[src/rtl/moa_pkg.sv]
// Shared elaboration-time helpers for the multi-operand adder: parameter legality
// checks and derivation of result width, latency and compressor level count.
package moa_pkg;

  localparam int MIN_WIDTH = 2;
  localparam int MAX_WIDTH = 32;

  function automatic bit legal_num_ops(input int n);
    return (n == 4) || (n == 8) || (n == 16);
  endfunction

  function automatic bit legal_width(input int w);
    return (w >= MIN_WIDTH) && (w <= MAX_WIDTH);
  endfunction

  function automatic int lat_of(input int n);
    int l;
    l = 0;
    for (int i = 0; i < 6; i++) begin
      if ((1 << i) < n) l = i + 1;
    end
    return l;
  endfunction

  function automatic int ow_of(input int n, input int w);
    return w + lat_of(n);
  endfunction

  // Each 4:2 level halves the row count; the last two rows go to the final adder.
  function automatic int levels_of(input int n);
    return lat_of(n) - 1;
  endfunction

endpackage

[src/rtl/cprs_4_2_cell.sv]
// Single-bit 4:2 compressor: x0+x1+x2+x3+cin = sum + 2*(carry+cout).
// cout depends only on x0..x2, so the horizontal chain never ripples.
module cprs_4_2_cell (
  input  logic x0_i,
  input  logic x1_i,
  input  logic x2_i,
  input  logic x3_i,
  input  logic cin_i,
  output logic sum_o,
  output logic carry_o,
  output logic cout_o
);

  logic s1;

  assign s1      = x0_i ^ x1_i ^ x2_i;
  assign cout_o  = (x0_i & x1_i) | (x0_i & x2_i) | (x1_i & x2_i);
  assign sum_o   = s1 ^ x3_i ^ cin_i;
  assign carry_o = (s1 & x3_i) | (s1 & cin_i) | (x3_i & cin_i);

endmodule

[src/rtl/moa_cprs_tree.sv]
// Pipelined multi-operand adder: input register, levels of 4:2 compressors each
// followed by a register, and a final carry-propagate adder into sum_o.
module moa_cprs_tree
  import moa_pkg::*;
#(
  parameter  int NUM_OPS = 8,
  parameter  int WIDTH   = 8,
  parameter  int SIGNED  = 0,
  localparam int OW      = ow_of(NUM_OPS, WIDTH)
) (
  input  logic                     clk,
  input  logic                     rst_n,
  input  logic                     in_valid,
  output logic                     in_ready,
  input  logic [NUM_OPS*WIDTH-1:0] ops_i,
  output logic                     out_valid,
  input  logic                     out_ready,
  output logic [OW-1:0]            sum_o,
  output logic                     busy
);

  localparam int LAT    = lat_of(NUM_OPS);
  localparam int LEVELS = levels_of(NUM_OPS);

  if (!legal_num_ops(NUM_OPS) || !legal_width(WIDTH) || (SIGNED != 0 && SIGNED != 1)) begin : g_bad_param
    $error("moa_cprs_tree: illegal NUM_OPS/WIDTH/SIGNED parameter value");
  end

  logic            en;
  logic            out_valid_q;
  logic [OW-1:0]   sum_q;
  logic [LEVELS:0] stg_v;

  // The whole pipeline advances together; only a held result blocks it.
  assign en        = !out_valid_q || out_ready;
  assign in_ready  = en;
  assign out_valid = out_valid_q;
  assign sum_o     = sum_q;
  assign busy      = (|stg_v) | out_valid_q;

  for (genvar gi = 0; gi <= LEVELS; gi++) begin : g_stg
    localparam int ROWS = NUM_OPS >> gi;

    logic [OW-1:0] row_d [ROWS];
    logic [OW-1:0] row_q [ROWS];
    logic          v_d;
    logic          v_q;

    if (gi == 0) begin : g_in
      for (genvar k = 0; k < NUM_OPS; k++) begin : g_ext
        logic [WIDTH-1:0] op;
        assign op       = ops_i[k*WIDTH +: WIDTH];
        assign row_d[k] = {{LAT{(SIGNED != 0) & op[WIDTH-1]}}, op};
      end
      assign v_d = in_valid;
    end else begin : g_lvl
      for (genvar g = 0; g < ROWS / 2; g++) begin : g_grp
        logic [OW-1:0] s_w;
        logic [OW:0]   c_w;
        logic [OW:0]   ci_w;
        logic          unused_top_w;

        assign ci_w[0] = 1'b0;
        assign c_w[0]  = 1'b0;

        for (genvar b = 0; b < OW; b++) begin : g_bit
          cprs_4_2_cell u_cell (
            .x0_i   (g_stg[gi-1].row_q[4*g+0][b]),
            .x1_i   (g_stg[gi-1].row_q[4*g+1][b]),
            .x2_i   (g_stg[gi-1].row_q[4*g+2][b]),
            .x3_i   (g_stg[gi-1].row_q[4*g+3][b]),
            .cin_i  (ci_w[b]),
            .sum_o  (s_w[b]),
            .carry_o(c_w[b+1]),
            .cout_o (ci_w[b+1])
          );
        end

        // Bits shifted past the MSB carry weight 2^OW and vanish modulo 2^OW.
        assign unused_top_w = ci_w[OW] ^ c_w[OW];
        assign row_d[2*g]   = s_w;
        assign row_d[2*g+1] = c_w[OW-1:0];
      end
      assign v_d = g_stg[gi-1].v_q;
    end

    always_ff @(posedge clk or negedge rst_n) begin
      if (!rst_n) begin
        v_q <= 1'b0;
        for (int r = 0; r < ROWS; r++) row_q[r] <= '0;
      end else if (en) begin
        v_q <= v_d;
        for (int r = 0; r < ROWS; r++) row_q[r] <= row_d[r];
      end
    end

    assign stg_v[gi] = v_q;
  end

  always_ff @(posedge clk or negedge rst_n) begin
    if (!rst_n) begin
      out_valid_q <= 1'b0;
      sum_q       <= '0;
    end else if (en) begin
      out_valid_q <= g_stg[LEVELS].v_q;
      sum_q       <= g_stg[LEVELS].row_q[0] + g_stg[LEVELS].row_q[1];
    end
  end

endmodule

[config.mk]
export PLATFORM = sky130hd
export DESIGN_NAME = moa_cprs_tree
export DESIGN_NICKNAME = d
export VERILOG_FILES = /design/src/rtl/moa_pkg.sv /design/src/rtl/cprs_4_2_cell.sv /design/src/rtl/moa_cprs_tree.sv
export SDC_FILE = /design/constraint.sdc
export NUM_CORES = 1
export LEC_CHECK = 0
export CAP_MARGIN = 5
export CORE_MARGIN = 4
export CORE_UTILIZATION = 55
export DETAILED_ROUTE_END_ITERATION = 8
export PLACE_DENSITY_LB_ADDON = 0.3
export SETUP_SLACK_MARGIN = 0.1
export SLEW_MARGIN = 10
export SYNTH_ARGS = -nofsm -noshare
export SYNTH_HDL_FRONTEND = slang
export SYNTH_SLANG_ARGS = --single-unit
[constraint.sdc]
create_clock -name clk -period 3.1 [get_ports clk]
set_input_delay 0.31 -clock clk [delete_from_list [all_inputs] [get_ports clk]]
set_output_delay 0.31 -clock clk [all_outputs]
set_load 0.02 [all_outputs]
Word level (Yosys, flattened, before mapping)
Index checks and enable logic that the tools add are counted.
{ "totals": {"regBits": 131, "output_inout_bits": 14, "word_cells": 352} }
{ "op_classes": {"n_addsub": 1, "bitwise": 329, "n_reduce_logical": 3} }
{ "op_table": {"columns": ["operator", "count"], "rows": [
  ["$and A1 B1 Y1", 141],
  ["$xor A1 B1 Y1", 95],
  ["$or A1 B1 Y1", 93],
  ["$add A10 B10 Y11", 1],
  ["$reduce_or A3 Y1", 1],
  ["$logic_not A1 Y1", 1],
  ["$logic_or A1 B1 Y1", 1]
]} }

Depth between registers and ports, before layout
Gate-level depths: netlist of the first run.
{ "logic_depth": {"ltp_word": 6, "ltp_mapped": 7} }

By module
From an unflattened synthesis of the first run, not the netlist that was laid out.
{ "unflattened": {"hier_cells": 977, "hier_area_um2": 8104.0} }
{ "modules_own_cells": {"columns": ["module", "instances", "cells_per_inst", "area_each_um2", "seq_area_each_um2"], "rows": [
  ["moa_cprs_tree", 1, 647, 5791.8, 3553.4],
  ["cprs_4_2_cell", 33, 10, 70.1, 0.0]
]} }

Worst setup path after synthesis of the first run
OpenSTA, ideal clock, no wires.
{ "synth_timing": {"path_type": "register to register", "from": "reg g_stg[1].row_q[19] (netlist name)", "to": "reg g_stg[2].row_q[19] (netlist name)", "arrival_ps": 1649, "required_ps": 2975, "setup_slack_ps": 1326, "path_stages_with_launch": 6, "path_cell_list": "dfrtp_1 inv_1 fa_1 inv_1 fa_1 mux2_4"} }
{ "synth_via": {"elab_chain_cells": 3} }
{ "synth_lines": {"columns": ["item", "line_no", "source"], "rows": [
  ["from (decl)", "moa_cprs_tree.sv:45", "logic [OW-1:0] row_q [ROWS];"],
  ["$xor A1 B1 Y1", "cprs_4_2_cell.sv:16", "assign s1 = x0_i ^ x1_i ^ x2_i;"],
  ["$xor A1 B1 Y1 (2 in series)", "cprs_4_2_cell.sv:18", "assign sum_o = s1 ^ x3_i ^ cin_i;"],
  ["net g_stg[2].g_lvl.g_grp[0].g_bit[8].u_cell.sum_o", "cprs_4_2_cell.sv:9", "output logic sum_o,"],
  ["to (decl)", "moa_cprs_tree.sv:45", null]
]} }
The timed path passes the listed nets, and every way through them passes these cells.
A chain may end at the register's enable or synchronous reset.

Final worst setup path of the first run
{ "layout_timing": {"from": "in out_ready", "to": "out in_ready"} }
{ "layout_via": {"elab_chain_cells": 1} }
{ "layout_lines": {"columns": ["item", "line_no", "source"], "rows": [
  ["from (decl)", "moa_cprs_tree.sv:17", "input logic out_ready,"],
  ["$logic_or A1 B1 Y1", "moa_cprs_tree.sv:35", "assign en = !out_valid_q || out_ready;"],
  ["to (decl)", "moa_cprs_tree.sv:14", "output logic in_ready,"]
]} }
No other way between the ends.

==> results of run 1 <==
[registers in the layout, summed over array words and instances (netlist names)]
register     flops
g_stg.row_q    116
g_stg.v_q        3
sum_o           11
out_valid        1
[routing by layer]
layer / vias to the layer above / global-route usage (%) / part of all wire (%)
met5: - / 0 / 0
li1: 1531 / - / -
met3: 15 / 4.96 / 4.3
met4: 0 / 8.89 / 2.2
met2: 62 / 28.9 / 52
met1: 1703 / 21.2 / 41
[area by class of cell]
type                    instances  area [um2]
well taps                     143         179
inverters                      13        48.8
clock inverters                 5        50.0
repair buffers                 86         890
multi-input cells             235        2930
clock buffers                  25         505
fillers                       797        3490
flip-flops and latches        131        3280
[power groups by stage]
stage | logic, uW | registers [uW] | clock network, uW
after floorplan | 3120 | 2900 | 0
after global routing | 4450 | 3040 | 2000
final | 3950 | 2940 | 1870
after CTS | 4040 | 2960 | 1920
after detailed placement | 4000 | 2970 | 0
after global placement | 3830 | 2950 | 0
[per-stage QoR]
stage / area [um2] / total power (uW)
global route: 7880 / 9490
CTS: 7880 / 8910
floorplan: 6380 / 6020
finish: 7880 / 8750
global placement: 7310 / 6780
detailed placement: 7310 / 6970
[cells in the mapped netlist, types with 2 or more instances]
| library cell | number | area, um2 |
|---|---|---|
| sky130_fd_sc_hd__mux2_2 | 61 | 687 |
| sky130_fd_sc_hd__dfrtp_1 | 131 | 3280 |
| sky130_fd_sc_hd__xnor2_1 | 4 | 35.0 |
| sky130_fd_sc_hd__mux2i_1 | 2 | 20.0 |
| sky130_fd_sc_hd__nand3_1 | 2 | 10.0 |
| sky130_fd_sc_hd__nand3b_1 | 2 | 15.0 |
| sky130_fd_sc_hd__fa_1 | 47 | 941 |
| sky130_fd_sc_hd__o21ai_0 | 10 | 50.1 |
| sky130_fd_sc_hd__buf_6 | 7 | 78.8 |
| sky130_fd_sc_hd__mux2_4 | 54 | 811 |
| sky130_fd_sc_hd__ha_1 | 11 | 138 |
| sky130_fd_sc_hd__nand2b_1 | 2 | 12.5 |
| sky130_fd_sc_hd__inv_1 | 13 | 48.8 |
| sky130_fd_sc_hd__a21oi_1 | 10 | 50.1 |
| sky130_fd_sc_hd__nand2_1 | 10 | 37.5 |
| sky130_fd_sc_hd__buf_2 | 9 | 45.0 |
| sky130_fd_sc_hd__nor2_1 | 10 | 37.5 |
[cells by family (layout without fill, tap and decap cells)]
group / count (synthesis) / count (layout)
compound gates: 26 / 26
buf+inv: 30 / 129
xor+xnor: 5 / 5
flops: 131 / 131
simple gates: 29 / 29
fa+ha+maj: 58 / 58
mux: 117 / 117
[cell usage in the layout (no fill, tap or decap)]
master / n
sky130_fd_sc_hd__dfrtp_1: 131
sky130_fd_sc_hd__clkdlybuf4s50_1: 80
sky130_fd_sc_hd__mux2_2: 61
sky130_fd_sc_hd__mux2_4: 54
sky130_fd_sc_hd__fa_1: 47
sky130_fd_sc_hd__clkbuf_16: 17
sky130_fd_sc_hd__inv_1: 13
sky130_fd_sc_hd__ha_1: 11
sky130_fd_sc_hd__nand2_1: 10
sky130_fd_sc_hd__o21ai_0: 10
sky130_fd_sc_hd__a21oi_1: 10
sky130_fd_sc_hd__nor2_1: 10
sky130_fd_sc_hd__clkbuf_8: 5
sky130_fd_sc_hd__xnor2_1: 4
sky130_fd_sc_hd__clkinv_2: 4
sky130_fd_sc_hd__clkbuf_1: 3
sky130_fd_sc_hd__buf_12: 3
sky130_fd_sc_hd__nand3_1: 2
sky130_fd_sc_hd__mux2i_1: 2
sky130_fd_sc_hd__nand3b_1: 2
sky130_fd_sc_hd__or4_1: 1
sky130_fd_sc_hd__nand2b_4: 1
sky130_fd_sc_hd__a211oi_1: 1
sky130_fd_sc_hd__nor3_1: 1
sky130_fd_sc_hd__o211a_1: 1
sky130_fd_sc_hd__xor2_1: 1
sky130_fd_sc_hd__nor3b_1: 1
sky130_fd_sc_hd__o2111ai_1: 1
sky130_fd_sc_hd__o311ai_1: 1
sky130_fd_sc_hd__a21o_1: 1
sky130_fd_sc_hd__a31oi_1: 1
sky130_fd_sc_hd__nand2b_1: 1
sky130_fd_sc_hd__bufinv_16: 1
sky130_fd_sc_hd__dlygate4sd3_1: 1
sky130_fd_sc_hd__buf_6: 1
sky130_fd_sc_hd__buf_4: 1
[worst max-delay path: stages]
cell and delay [ns]:
sky130_fd_sc_hd__clkdlybuf4s50_1 0.46, sky130_fd_sc_hd__nand2b_4 0.40, sky130_fd_sc_hd__clkdlybuf4s50_1 0.70
[worst max path at each step]
stage                    endpoint  slack, ns  depth (start not counted)
6_report                 in_ready       0.89                          3
4_1_cts                  in_ready       0.85                          2
5_1_grt                  in_ready       0.80                          2
3_3_place_gp             in_ready       0.91                          3
2_1_floorplan  g_stg[2].row_q[19]       1.33                          5
3_5_place_dp             in_ready       0.91                          3
==> Implementation_results.wiki, run 1 <==
{| class="wikitable"
! Metric !! Value
|-
| Type of element launching the critical path || primary input
|-
| Fraction of layout cells with a size suffix above 1 || 29.9%
|-
| Syn Inst Count || 396
|-
| Number of global-route vias before repair || 3673
|-
| Power share of the clock group || 21.3%
|-
| Initial core utilization || 56.1%
|-
| Total via count in the routed design || 3311
|-
| Psw || 2740 uW
|-
| Hold Crit Start || ops_i[47]
|-
| Worst reg2reg path depth || 6
|-
| Number of instances in the placed design || 607
|-
| Skew-Pair Late Insertion Delay || 0.42 ns
|-
| Last weighted congestion value of the routability-driven placer || 0.779
|-
| Area fraction in and, or, nand and nor cells after synthesis || 2.08%
|-
| Run status || completed
|-
| Worst slew margin relative to its limit || 57.5%
|-
| Cts bufs inserted || 17
|-
| Number of endpoints with negative hold slack in the final report || 0
|-
| Overflow after GRT || 0
|-
| Largest net degree at the start of global routing || 71
|-
| Post-Layout Cell Count || 638
|-
| Antenna violation net count after detailed routing || 0
|-
| Register-to-register path setup slack || 1.26 ns
|-
| Synth-to-layout area growth || 23.6%
|-
| Part of the Yosys area used for sequential elements || 51.4%
|-
| Total core area || 11400 um2
|-
| Post-synthesis compound-gate area fraction || 2.34%
|-
| Kind of path behind the tightest hold check || in -> reg
|-
| Share of cell area taken by muxes after synthesis || 23.8%
|-
| Detailed-routing iteration count for the pre-antenna-repair pass || 4
|-
| Total wire length || 10400 um
|-
| Switching part of the total || 31.4%
|-
| Post-placement worst setup slack || 0.911 ns
|-
| Xor and xnor area share after synthesis || 0.687%
|-
| Unrepaired setup endpoints after global routing || false
|-
| Number of design-rule violations left by the first detailed-router iteration || 164
|-
| Port Buf Inserts || 81
|-
| Count of flip-flops with a built-in enable after synthesis || 0
|-
| Max frequency || 453 MHz
|-
| Full die area || 13400 um2
|-
| Async set-reset flop share out of synthesis || 100%
|-
| Die H || 116 um
|-
| Top Ports || 82
|-
| Leakage dissipation || 0.00352 uW
|-
| Number of diodes || 0
|-
| Startpoint-to-endpoint class of the critical path || in -> out
|-
| Data arrival time of the worst path || 1.90 ns
|-
| Number of stages on the worst hold path || 3
|-
| Total power per unit cell area || 1110 nW/um2
|-
| Transition time of the tightest slew-check pin || 0.638 ns
|-
| Setup Fix Bufs, Post-CTS || 0
|-
| Launch point of the worst reg-to-reg path || g_stg[2].row_q[2]
|-
| Post-route fraction of the period consumed by the critical path || 71.2%
|-
| CTS tree || done
|-
| Beginning of the critical path || out_ready
|-
| Crit path max fanout || 31
|-
| Number of distinct library cells after synthesis || 28
|-
| Required time of the critical path || 2.79 ns
|-
| GRT Util Overall || 17.5%
|-
| Crit path setup slack, layout || 0.893 ns
|-
| Count of clock tree sinks || 131
|-
| Total of hold buffers inserted after clock tree synthesis || 1
|-
| Number of endpoints failing setup at the final stage || 0
|-
| First-pass GRT wire length || 17700 um
|-
| Number of pins with negative max-slew slack in the final report || 0
|-
| Nets || 610
|-
| Crit path capture type || output pin
|-
| Capture point of the worst reg-to-reg path || sum_o[6]
|-
| Clk Tree Root Cell || sky130_fd_sc_hd__clkbuf_16
|-
| Maximum count of clock buffers along a single path || 2
|-
| WL/cell || 16.4 um
|-
| Destination of the worst hold path || g_stg[0].row_q[29]
|-
| Arithmetic-cell share of the synthesized area counting full adders, half adders and majority gates || 16.9%
|-
| Max-cap violations || 0
|-
| CTS clk-pin slew, worst paths || 0.05 ns
|-
| Number of gates resized after cts || 0
|-
| Number of synthesized register bits || 131
|-
| Post-DP HPWL || 7290 um
|-
| Site row count || 39
|-
| Cell area after synthesis || 6380 um2
|-
| Layout Skew || 0.0156 ns
|-
| Worst vdd rail ir drop || 0.784 mV
|-
| Routed vias/inst || 5.19
|-
| Final critical path time including I/O delays and setup || 2.21 ns
|-
| Sum Neg Setup Slack || 0 ns
|-
| Synth warnings || 0
|-
| Internal power contribution || 6010 uW
|-
| Syn Nets || 522
|-
| Clock H-tree levels || 4
|-
| Combinational family with the most area after synthesis || multiplexers
|-
| Share of total power in combinational logic || 45.1%
|-
| Final core utilization || 69.3%
|-
| Antenna violations before repair || 0
|-
| Hold slack final || 0.450 ns
|-
| Die W || 116 um
|-
| DRC violation count after routing || 0
|-
| Portion of total power attributed to sequential cells || 33.6%
|-
| Prevailing post-synth register cell || sky130_fd_sc_hd__dfrtp_1
|-
| Syn avg cell area || 16.1 um2
|}
No activity file was read; power rests on OpenSTA's default activity.
==> inputs of run 2 (changes only) <==
--- a/config.mk
+++ b/config.mk
@@ -7,7 +7,7 @@
 export LEC_CHECK = 0
 export CAP_MARGIN = 5
 export CORE_MARGIN = 4
-export CORE_UTILIZATION = 55
+export CORE_UTILIZATION = 50
 export DETAILED_ROUTE_END_ITERATION = 8
 export PLACE_DENSITY_LB_ADDON = 0.3
 export SETUP_SLACK_MARGIN = 0.1
==> constraint.sdc (replaced) <==
create_clock -name clk -period 1.9 [get_ports clk]
set_input_delay 0.19 -clock clk [delete_from_list [all_inputs] [get_ports clk]]
set_output_delay 0.19 -clock clk [all_outputs]
set_load 0.02 [all_outputs]
==> Implementation_results.wiki, run 2 (same netlist as run 1, synthesis figures left out) <==
{| class="wikitable"
! Metric !! Value
|-
| Die W || 121 um (+4.5%)
|-
| Post-route fraction of the period consumed by the critical path || 95.8%
|-
| Final-layout fill cell count || 918 (+15%)
|-
| Number of endpoints with negative hold slack in the final report || 0 (unchanged)
|-
| Cts bufs inserted || 17 (unchanged)
|-
| Fraction of layout cells with a size suffix above 1 || 33.3% (+3.4 points)
|-
| Count of clock tree sinks || 131 (unchanged)
|-
| Kind of path behind the tightest hold check || in -> async
|-
| Worst vdd rail ir drop || 0.816 mV (+4.1%)
|-
| Worst reg2reg path depth || 3 (-3)
|-
| Startpoint-to-endpoint class of the critical path || reg -> reg
|-
| Top Ports || 82 (unchanged)
|-
| Total area of multi-input combinational cells || 2970 um2 (+1.4%)
|-
| Met3 WL || 496 um (+9.5%)
|-
| Total power per unit cell area || 1830 nW/um2 (+65%)
|-
| Total via count in the routed design || 3402 (+2.7%)
|-
| Transition time of the tightest slew-check pin || 0.479 ns (-0.159 ns)
|-
| Total core area || 12300 um2 (+7.8%)
|-
| Layout Skew || 0.00785 ns (-0.00778 ns)
|-
| Sum Neg Setup Slack || 0 ns (unchanged)
|-
| Site row count || 40 (+2.6%)
|-
| GRT Util Overall || 17.3% (-0.20 points)
|-
| Die H || 121 um (+4.5%)
|-
| Max frequency || 549 MHz
|-
| Unrepaired setup endpoints after global routing || true
|-
| First-pass GRT wire length || 19200 um (+8.5%)
|-
| Synth-to-layout area growth || 26.7%
|-
| Largest net degree at the start of global routing || 49 (-31%)
|-
| Maximum count of clock buffers along a single path || 2 (unchanged)
|-
| Leakage dissipation || 0.00361 uW (+2.4%)
|-
| Nets || 622 (+2.0%)
|-
| Detailed-routing iteration count for the pre-antenna-repair pass || 4 (unchanged)
|-
| Port Buf Inserts || 81 (unchanged)
|-
| Routed vias/inst || 5.03 (-3.0%)
|-
| Psw || 4690 uW (+71%)
|-
| Number of endpoints failing setup at the final stage || 0 (unchanged)
|-
| Flip-flop count of the largest register, all copies and words added || 116 (unchanged)
|-
| Crit path max fanout || 2 (-94%)
|-
| CTS clk-pin slew, worst paths || 0.05 ns (about the same)
|-
| Hold slack final || 0.299 ns (-0.151 ns)
|-
| DRC violation count after routing || 0 (unchanged)
|-
| Wire length on met2 || 6110 um (+12%)
|-
| Antenna violations before repair || 0 (unchanged)
|-
| Number of pins with negative max-slew slack in the final report || 0 (unchanged)
|-
| Internal power contribution || 10100 uW (+68%)
|-
| Worst slew margin relative to its limit || 68.1% (+11 points)
|-
| Initial core utilization || 52.0% (-4.1 points)
|-
| WL/cell || 17.0 um (+3.6%)
|-
| Register with the highest flop count || g_stg.row_q
|-
| Clock H-tree levels || 4 (unchanged)
|-
| Portion of total power attributed to sequential cells || 32.5% (-1.1 points)
|-
| Clk Tree Root Cell || sky130_fd_sc_hd__clkbuf_16
|-
| Final critical path time including I/O delays and setup || 1.82 ns
|-
| Top routing layer in use || met4
|-
| Data arrival time of the worst path || 2.12 ns (+0.22 ns)
|-
| Overflow after GRT || 0 (unchanged)
|-
| Max-cap violations || 0 (unchanged)
|-
| Antenna violation net count after detailed routing || 0 (unchanged)
|-
| Last weighted congestion value of the routability-driven placer || 0.768 (-1.4%)
|-
| Total wire length || 11500 um (+9.8%)
|-
| Switching part of the total || 31.8% (+0.42 points)
|-
| Crit path capture type || flip-flop
|-
| Number of global-route vias before repair || 3909 (+6.4%)
|-
| Combined flip-flop and latch cell area || 3280 um2 (unchanged)
|-
| Leading cell type in the layout, fill and taps excluded || sky130_fd_sc_hd__dfrtp_1
|-
| Required time of the critical path || 2.20 ns (-0.59 ns)
|-
| Run status || completed
|-
| Power share of the clock group || 20.6% (-0.7 points)
|-
| Number of design-rule violations left by the first detailed-router iteration || 163 (-0.61%)
|-
| Type of element launching the critical path || flip-flop
|-
| Skew-Pair Late Insertion Delay || 0.42 ns (about the same)
|-
| Commonest cells after routing, fill and taps aside || sky130_fd_sc_hd__dfrtp_1, sky130_fd_sc_hd__clkdlybuf4s50_1, sky130_fd_sc_hd__mux2_4
|-
| Total routed wire length on the met1 layer || 4660 um (+8.5%)
|-
| Full die area || 14600 um2 (+9.3%)
|-
| Share of total power in combinational logic || 46.9% (+1.8 points)
|-
| CTS tree || done
|-
| Number of diodes || 0 (unchanged)
|-
| Post-DP HPWL || 8220 um (+13%)
|}
run 2: changes by cell type in the layout (fill, tap and decap cells not counted), sizes merged:
cell / delta
buf: +13
dlygate4sd2: +1
clkbuf: +1
clkdlybuf4s50: -2
run 2: final cells by class:
class,count,share of cell area (%)
flip-flops and latches,131,40.6
inverters,13,0.604
repair buffers,98,12.7
well taps,168,2.60
clock inverters,5,0.619
clock buffers,26,6.18
multi-input cells,235,36.8
run 2: repair_timing:
| action | 4_1_cts | 5_1_grt |
|---|---|---|
| hold buffers | 1 | 0 |
| endpoints found under the setup margin | 16 | 24 |
| setup buffers | 3 | 1 |
| resized for setup | 12 | 8 |
| pin swaps | 19 | 29 |
| endpoints found under the hold margin | 46 | 0 |
run 2: worst paths after layout:
kind	start	slack (ns)	endpoint
hold / removal	rst_n	0.30	g_stg[0].row_q[22]
hold reg to reg	g_stg[2].row_q[12]	0.51	sum_o[1]
max in group asynchronous	rst_n	0.98	g_stg[0].row_q[71]
min in group clk	ops_i[39]	0.34	g_stg[0].row_q[40]
setup reg to reg	g_stg[0].row_q[15]	0.08	g_stg[1].row_q[15]
setup / recovery	g_stg[0].row_q[15]	0.08	g_stg[1].row_q[15]
run 2: per-stage QoR:
step / power, uW / util [%] / worst slack [ns] / area (um2) / instances
6_report: 14800 / 65.9 / 0.0800 / 8080 / 676
5_1_grt: 15900 / 65.9 / 0.0289 / 8080 / 676
4_1_cts: 14900 / 65.7 / 0.0560 / 8060 / 675
3_5_place_dp: 11700 / 60.8 / 0.0256 / 7460 / 640
3_3_place_gp: 11300 / 60.8 / 0.0576 / 7460 / 640
2_1_floorplan: 9820 / - / 0.126 / 6380 / 396
run 2: critical path: stages (launching register included):
cell	delay, ns
sky130_fd_sc_hd__dfrtp_1	0.40
sky130_fd_sc_hd__fa_1	0.56
sky130_fd_sc_hd__fa_1	0.46
sky130_fd_sc_hd__mux2_4	0.29
run 2: power groups by stage:
stage | combinational, uW | sequential [uW] | clock, uW
5_1_grt | 7740 | 4960 | 3220
6_report | 6930 | 4810 | 3040
2_1_floorplan | 5090 | 4740 | 0
3_3_place_gp | 6540 | 4790 | 0
3_5_place_dp | 6870 | 4840 | 0
4_1_cts | 7020 | 4810 | 3100
run 2: metal layers:
| layer | GRT usage [%] | vias to the layer above |
|---|---|---|
| met5 | 0 | - |
| met4 | 6.73 | 0 |
| met3 | 5.27 | 16 |
| met2 | 29.9 | 65 |
| met1 | 20.4 | 1770 |
| li1 | - | 1551 |
